File: src/rtl/uart_tx_queue_if.sv
// Byte-queue side and serial-line side of the queued UART transmitter.
// The master drives enqueue requests; the slave (the transmitter) reports line and queue status.
interface uart_tx_queue_if #(
    parameter int FIFO_DEPTH = 4
);
    localparam int LEVEL_W = $clog2(FIFO_DEPTH + 1);

    logic               transmit;
    logic [7:0]         tx_byte;
    logic               tx;
    logic               is_transmitting;
    logic               full;
    logic               empty;
    logic [LEVEL_W-1:0] level;
    logic               overflow;

    modport master (
        output transmit, tx_byte,
        input  tx, is_transmitting, full, empty, level, overflow
    );

    modport slave (
        input  transmit, tx_byte,
        output tx, is_transmitting, full, empty, level, overflow
    );
endinterface

File: src/rtl/uart_tx_queue.sv
// 8N1 UART transmitter fed by a small byte FIFO; frames from queued bytes are sent back to back.
// The serial line is registered and the next frame starts on the final stop-bit cycle.
module uart_tx_queue #(
    parameter int CLKS_PER_BIT = 16,
    parameter int FIFO_DEPTH   = 4
) (
    input  logic           clk,
    input  logic           rst,
    uart_tx_queue_if.slave bus
);
    localparam int PTR_W   = $clog2(FIFO_DEPTH);
    localparam int LEVEL_W = $clog2(FIFO_DEPTH + 1);
    localparam int TIMER_W = $clog2(CLKS_PER_BIT);

    localparam logic [TIMER_W-1:0] TIMER_LAST = TIMER_W'(CLKS_PER_BIT - 1);
    localparam logic [LEVEL_W-1:0] LEVEL_FULL = LEVEL_W'(FIFO_DEPTH);

    generate
        if (CLKS_PER_BIT < 2 || CLKS_PER_BIT > 65535) begin : g_bad_clks
            $error("uart_tx_queue: CLKS_PER_BIT must be in 2..65535");
        end
        if (FIFO_DEPTH < 2 || FIFO_DEPTH > 16 || (FIFO_DEPTH & (FIFO_DEPTH - 1)) != 0) begin : g_bad_depth
            $error("uart_tx_queue: FIFO_DEPTH must be a power of two in 2..16");
        end
    endgenerate

    typedef enum logic [1:0] {
        IDLE,
        START,
        DATA,
        STOP
    } state_t;

    // ---------------- byte queue ----------------
    logic [7:0]         mem [FIFO_DEPTH];
    logic [PTR_W-1:0]   wr_ptr;
    logic [PTR_W-1:0]   rd_ptr;
    logic [LEVEL_W-1:0] level_q;
    logic               overflow_q;
    logic               full_w;
    logic               empty_w;
    logic               enq;
    logic               deq;

    assign full_w  = (level_q == LEVEL_FULL);
    assign empty_w = (level_q == '0);
    assign enq     = bus.transmit && !full_w;

    // NOTE: the storage array carries no reset; level and the pointers decide which entries are valid.
    always_ff @(posedge clk) begin
        if (enq) begin
            mem[wr_ptr] <= bus.tx_byte;
        end
    end

    // Power-of-two depth lets the pointers wrap by plain overflow.
    always_ff @(posedge clk) begin
        if (rst) begin
            wr_ptr     <= '0;
            rd_ptr     <= '0;
            level_q    <= '0;
            overflow_q <= 1'b0;
        end else begin
            if (enq) begin
                wr_ptr <= wr_ptr + PTR_W'(1);
            end
            if (deq) begin
                rd_ptr <= rd_ptr + PTR_W'(1);
            end
            case ({enq, deq})
                2'b10:   level_q <= level_q + LEVEL_W'(1);
                2'b01:   level_q <= level_q - LEVEL_W'(1);
                default: level_q <= level_q;
            endcase
            overflow_q <= bus.transmit && full_w;
        end
    end

    // ---------------- serial framer ----------------
    state_t             state_q;
    state_t             state_d;
    logic [TIMER_W-1:0] timer_q;
    logic [TIMER_W-1:0] timer_d;
    logic [2:0]         bit_idx_q;
    logic [2:0]         bit_idx_d;
    logic [2:0]         bit_idx_inc;
    logic [7:0]         shift_q;
    logic [7:0]         shift_d;
    logic               tx_q;
    logic               tx_d;
    logic               timer_done;

    always_ff @(posedge clk) begin
        if (rst) begin
            state_q   <= IDLE;
            timer_q   <= '0;
            bit_idx_q <= '0;
            shift_q   <= '0;
            tx_q      <= 1'b1;
        end else begin
            state_q   <= state_d;
            timer_q   <= timer_d;
            bit_idx_q <= bit_idx_d;
            shift_q   <= shift_d;
            tx_q      <= tx_d;
        end
    end

    // tx_d is the line level for the cycle after this edge, so it follows the state being entered.
    always_comb begin
        // NOTE: every output of this block gets a default first, so no path can hold a value and infer a latch.
        state_d     = state_q;
        timer_d     = timer_q + TIMER_W'(1);
        bit_idx_d   = bit_idx_q;
        bit_idx_inc = bit_idx_q + 3'd1;
        shift_d     = shift_q;
        tx_d        = tx_q;
        deq         = 1'b0;
        timer_done  = (timer_q == TIMER_LAST);

        case (state_q)
            IDLE: begin
                timer_d = '0;
                tx_d    = 1'b1;
                if (!empty_w) begin
                    deq     = 1'b1;
                    shift_d = mem[rd_ptr];
                    state_d = START;
                    tx_d    = 1'b0;
                end
            end
            START: begin
                if (timer_done) begin
                    timer_d   = '0;
                    bit_idx_d = '0;
                    state_d   = DATA;
                    tx_d      = shift_q[0];
                end
            end
            DATA: begin
                if (timer_done) begin
                    timer_d = '0;
                    if (bit_idx_q == 3'd7) begin
                        state_d = STOP;
                        tx_d    = 1'b1;
                    end else begin
                        bit_idx_d = bit_idx_inc;
                        tx_d      = shift_q[bit_idx_inc];
                    end
                end
            end
            STOP: begin
                if (timer_done) begin
                    timer_d = '0;
                    if (!empty_w) begin
                        deq     = 1'b1;
                        shift_d = mem[rd_ptr];
                        state_d = START;
                        tx_d    = 1'b0;
                    end else begin
                        state_d = IDLE;
                        tx_d    = 1'b1;
                    end
                end
            end
            default: begin
                state_d = IDLE;
                tx_d    = 1'b1;
            end
        endcase
    end

    assign bus.tx              = tx_q;
    assign bus.is_transmitting = (state_q != IDLE);
    assign bus.full            = full_w;
    assign bus.empty           = empty_w;
    assign bus.level           = level_q;
    assign bus.overflow        = overflow_q;
endmodule

File: src/flat_wrapper.sv
// flat-port wrapper written by rule: the top's interface ports become plain ports
module uart_tx_queue_flat 
#(
    parameter int CLKS_PER_BIT = 16,
    parameter int FIFO_DEPTH   = 4
)
  (clk, rst, bus_transmit, bus_tx_byte, bus_tx, bus_is_transmitting, bus_full, bus_empty, bus_level, bus_overflow);
  uart_tx_queue_if #(.FIFO_DEPTH(FIFO_DEPTH)) bus_i ();
  input  logic clk;
  input  logic rst;
  input wire logic [$bits(bus_i.transmit)-1:0] bus_transmit;
  input wire logic [$bits(bus_i.tx_byte)-1:0] bus_tx_byte;
  output wire logic [$bits(bus_i.tx)-1:0] bus_tx;
  output wire logic [$bits(bus_i.is_transmitting)-1:0] bus_is_transmitting;
  output wire logic [$bits(bus_i.full)-1:0] bus_full;
  output wire logic [$bits(bus_i.empty)-1:0] bus_empty;
  output wire logic [$bits(bus_i.level)-1:0] bus_level;
  output wire logic [$bits(bus_i.overflow)-1:0] bus_overflow;
  assign bus_i.transmit = bus_transmit;
  assign bus_i.tx_byte = bus_tx_byte;
  assign bus_tx = bus_i.tx;
  assign bus_is_transmitting = bus_i.is_transmitting;
  assign bus_full = bus_i.full;
  assign bus_empty = bus_i.empty;
  assign bus_level = bus_i.level;
  assign bus_overflow = bus_i.overflow;
  uart_tx_queue #(.CLKS_PER_BIT(CLKS_PER_BIT), .FIFO_DEPTH(FIFO_DEPTH)) u_core (.clk(clk), .rst(rst), .bus(bus_i));
endmodule
File: config.mk
export PLATFORM = sky130hd
export DESIGN_NAME = uart_tx_queue_flat
export DESIGN_NICKNAME = d
export VERILOG_FILES = /design/src/rtl/uart_tx_queue_if.sv /design/src/rtl/uart_tx_queue.sv /design/src/flat_wrapper.sv
export SDC_FILE = /design/constraint.sdc
export NUM_CORES = 1
export LEC_CHECK = 0
export BUFFER_PORTS_ARGS = -buffer_cell sky130_fd_sc_hd__buf_2
export CORE_MARGIN = 2
export CORE_UTILIZATION = 30
export CTS_BUF_LIST = sky130_fd_sc_hd__clkbuf_4
export DETAILED_ROUTE_END_ITERATION = 7
export GPL_TIMING_DRIVEN = 0
export PLACE_DENSITY = 0.45
export RECOVER_POWER = 25
export SYNTH_ARGS = -nofsm -noshare
export SYNTH_HDL_FRONTEND = slang
export SYNTH_SLANG_ARGS = --single-unit
export TNS_END_PERCENT = 5
File: constraint.sdc
create_clock -name clk -period 2.74 [get_ports clk]
set_input_delay 0.274 -clock clk [delete_from_list [all_inputs] [get_ports clk]]
set_output_delay 0.274 -clock clk [all_outputs]
set_load 0.02 [all_outputs]
==> impl_metrics.py <==
metrics = {
    "global_routing": {
        "grt_start_max_net_pins": 12,
        "grt_pass1_vias": 1374,
        "grt_antenna_before_repair": 0,
        "grt_pass1_wl_um": 7070,
        "grt_usage": 0.108,
        "gr-total-overflow": 0,
    },
    "clock_tree": {
        "postCtsHoldBufs": 0,
        "post_cts_buffers": 0,
        "cts.repair.resized": 0,
        "cts_buffers": 9,
        "cts_max_level": 3,
        "cts_tree": "yes",
        "cts_sinks": 60,
        "path_clk_slew_ns": 0.11,
        "clock-root-buffer": "clkbuf_4",
        "clkLatencyLatePin_ns": 0.40,
        "clock_path_buffers": 2,
    },
    "detailed_routing": {
        "vias": 1465,
        "viasPerCell": 4.43,
        "avgRoutedWirePerCell_um": 13.5,
        "drtPass1Iterations": 4,
        "wl_um": 4480,
        "drt_iter0_drc": 30,
        "final_antenna_net_count": 0,
        "post-route-drc-count": 0,
    },
    "final_layout": {
        "diodes": 0,
        "fillCellCount": 840,
        "nets": 246,
        "area_delta_synth_final_pct": 13.7,
        "finalNonFillerCells": 331,
        "drive_above_1_share": 0.186,
    },
    "job": {
        "maxCapViolCount": 0,
    },
    "timing": {
        "clock_skew_ns": 0.0158,
        "drv_slew": 0,
        "finalCritPeriodShare": 0.915,
        "period_needed_ns": 2.51,
        "clock.fmax_mhz": 399,
        "slew_headroom": 0.609,
        "tightest_slew_ns": 0.585,
        "hold_viol": 0,
        "setup_tns_ns": 0,
        "setup_viol": 0,
        "rsz0062_at_grt": "no",
    },
    "logic_synthesis": {
        "synthTopCellsByCount": "edfxtp_1 (32), dfxtp_1 (28), nor2_1 (26), ha_1 (13), mux2i_1 (13)",
        "yosysWarnings": 0,
        "ys.flop_type": "edfxtp_1",
        "ys_ff_latch": 60,
        "ys_async_sr_fraction": 0,
        "synthesis.nets": 218,
        "syn_inst": 193,
        "synth_enable_flop_cells": 32,
        "synth_top_area_frac": 0.374,
        "synth.area.top_cells": "edfxtp_1 (37%), dfxtp_1 (22%), mux4_2 (7.0%)",
        "synth_most_common_cell": "edfxtp_1",
        "yosys.area.top_type": "edfxtp_1",
        "synth.avg_cell_area_um2": 13.3,
        "ys_seq_area_frac": 0.593,
        "synthDistinctLibCells": 37,
        "syn_area_um2": 2570,
    },
    "worst_setup_path": {
        "cp_max_fo": 5,
        "startpoint_type": "flip-flop",
        "critPathRequiredTime_ns": 3.07,
        "critPathTopFamily": "adder cells",
        "crit_chain": "inv_1, ha_1, nor3_4, ha_1, inv_1, fa_1, xor2_1, or3_1, a21oi_1",
        "slowest_delay_ns": 0.42,
        "end_kind": "flip-flop",
        "slowest_stage": "ha_1",
        "worstPathArrival_ns": 2.83,
        "critPathBufInv": 2,
        "path_class": "reg2reg",
    },
    "floorplanning": {
        "io_pins": 19,
        "die-area_um2": 9310,
        "die_h_um": 96.5,
        "row_count": 33,
        "core_um2": 8260,
        "start_util": 0.311,
        "fp.dieW_um": 96.5,
    },
    "placement": {
        "dp_cells": 315,
        "io_buffers": 17,
        "dp_hpwl_um": 3090,
        "gp_congestion": 0.711,
    },
    "power_and_ir_drop": {
        "p_clk_frac": 0.202,
        "peakVddDrop_v": 0.000305,
        "p_leak_nw": 1.07,
        "p_total_mw": 2.99,
        "switchingPower_mw": 1.08,
        "p_int_mw": 1.91,
        "seqPwrFrac": 0.418,
        "power_frac_comb": 0.380,
        "sw_frac_of_total": 0.362,
        "power_density_nw_per_um2": 1020,
    },
    "hold_path": {
        "hold_class": "in2reg",
    },
    "run_status": {
        "run_status": "finished, final reports clean",
    },
}
-- per-layer routing --
layer	wire (um)	share of wire	global-route usage
met2	2120	0.47	0.168
met3	184	0.041	0.0411
met1	2090	0.47	0.128
met5	0	0	0
met4	87	0.019	0.0599
-- worst register-to-register path: stages, from the launching register on --
cell and delay [ns]:
dfxtp_1 0.39, inv_1 0.11, ha_1 0.42, nor3_4 0.29, ha_1 0.21, inv_1 0.06
fa_1 0.37, xor2_1 0.16, or3_1 0.30, a21oi_1 0.13
-- flip-flops by register name (all words and copies together), names as in the netlist, 2 cells and up, named ones only --
register and flops:
u_core.bit_idx_q 3, u_core.bus.level 3, u_core.mem 32, u_core.rd_ptr 2, u_core.shift_q 8, u_core.state_q 2, u_core.timer_q 4, u_core.wr_ptr 2
-- layout make-up --
cell class / instances / area [um^2] / area share
Sequential cell: 60 / 1520 / 0.521
Multi-Input combinational cell: 116 / 990 / 0.339
Tap cell: 105 / 131 / 0.0450
Timing Repair Buffer: 17 / 76.3 / 0.0261
Clock buffer: 9 / 67.6 / 0.0231
Clock inverter: 7 / 66.3 / 0.0227
Inverter: 11 / 41.3 / 0.0141
Buffer: 6 / 25.0 / 0.00857
-- power groups by stage --
stage / Combinational [mW] / Sequential, mW / Clock [mW]
after global placement: 1.13 / 1.27 / 0
after floorplan: 0.853 / 1.28 / 0
after global routing: 1.27 / 1.28 / 0.671
after detailed placement: 1.13 / 1.28 / 0
after CTS: 1.14 / 1.26 / 0.634
final: 1.14 / 1.25 / 0.605
-- cell families after synthesis --
logic type / count (synthesis) / synth area share
DFF: 60 / 0.593
AOI/OAI and AO/OA: 20 / 0.0595
xor gates and xnor gates: 7 / 0.0239
and+or+nand+nor: 54 / 0.106
muxes: 21 / 0.121
adders and majority gates: 14 / 0.0712
buffers and inverters: 17 / 0.0258
-- per-stage QoR --
step	util	worst slack [ns]	area [um^2]	hold slack, ns
5_1_grt	0.353	0.0273	2920	0.0815
2_1_floorplan	-	0.305	2570	0.373
3_5_place_dp	0.337	0.0509	2780	0.446
3_3_place_gp	0.337	0.0469	2780	0.442
6_report	0.353	0.234	2920	0.116
4_1_cts	0.353	0.0202	2920	0.0466
-- cells in the final DEF (no fill, tap or decap), types with 3 or more instances in the layout --
| cell type | synthesis | routed |
|---|---|---|
| dfxtp_1 | 28 | 28 |
| nor2_1 | 26 | 26 |
| clkbuf_1 | 3 | 10 |
| edfxtp_1 | 32 | 32 |
| mux2i_1 | 13 | 13 |
| xor2_1 | 4 | 4 |
| a21oi_1 | 8 | 8 |
| clkbuf_4 | 0 | 9 |
| mux4_2 | 8 | 8 |
| ha_1 | 13 | 13 |
| buf_2 | 2 | 12 |
| xnor2_1 | 3 | 3 |
| inv_1 | 11 | 11 |
| nand2_1 | 8 | 8 |
| and3_1 | 4 | 4 |
-- final timing paths --
path | from | end | slack, ns | cells after the start
max reg2reg | u_core.state_q[0]$_SDFFE_PP0P_ | u_core.bus.level[2]$_SDFFE_PP0P_ | 0.23 | 9
max | u_core.state_q[0]$_SDFFE_PP0P_ | u_core.bus.level[2]$_SDFFE_PP0P_ | 0.23 | 9
min reg2reg | u_core.timer_q[0]$_SDFF_PP0_ | u_core.timer_q[0]$_SDFF_PP0_ | 0.46 | 1
min | bus_tx_byte[0] | u_core.mem[2][0]$_DFFE_PP_ | 0.12 | 1
Power figures use the tool's default switching activity.
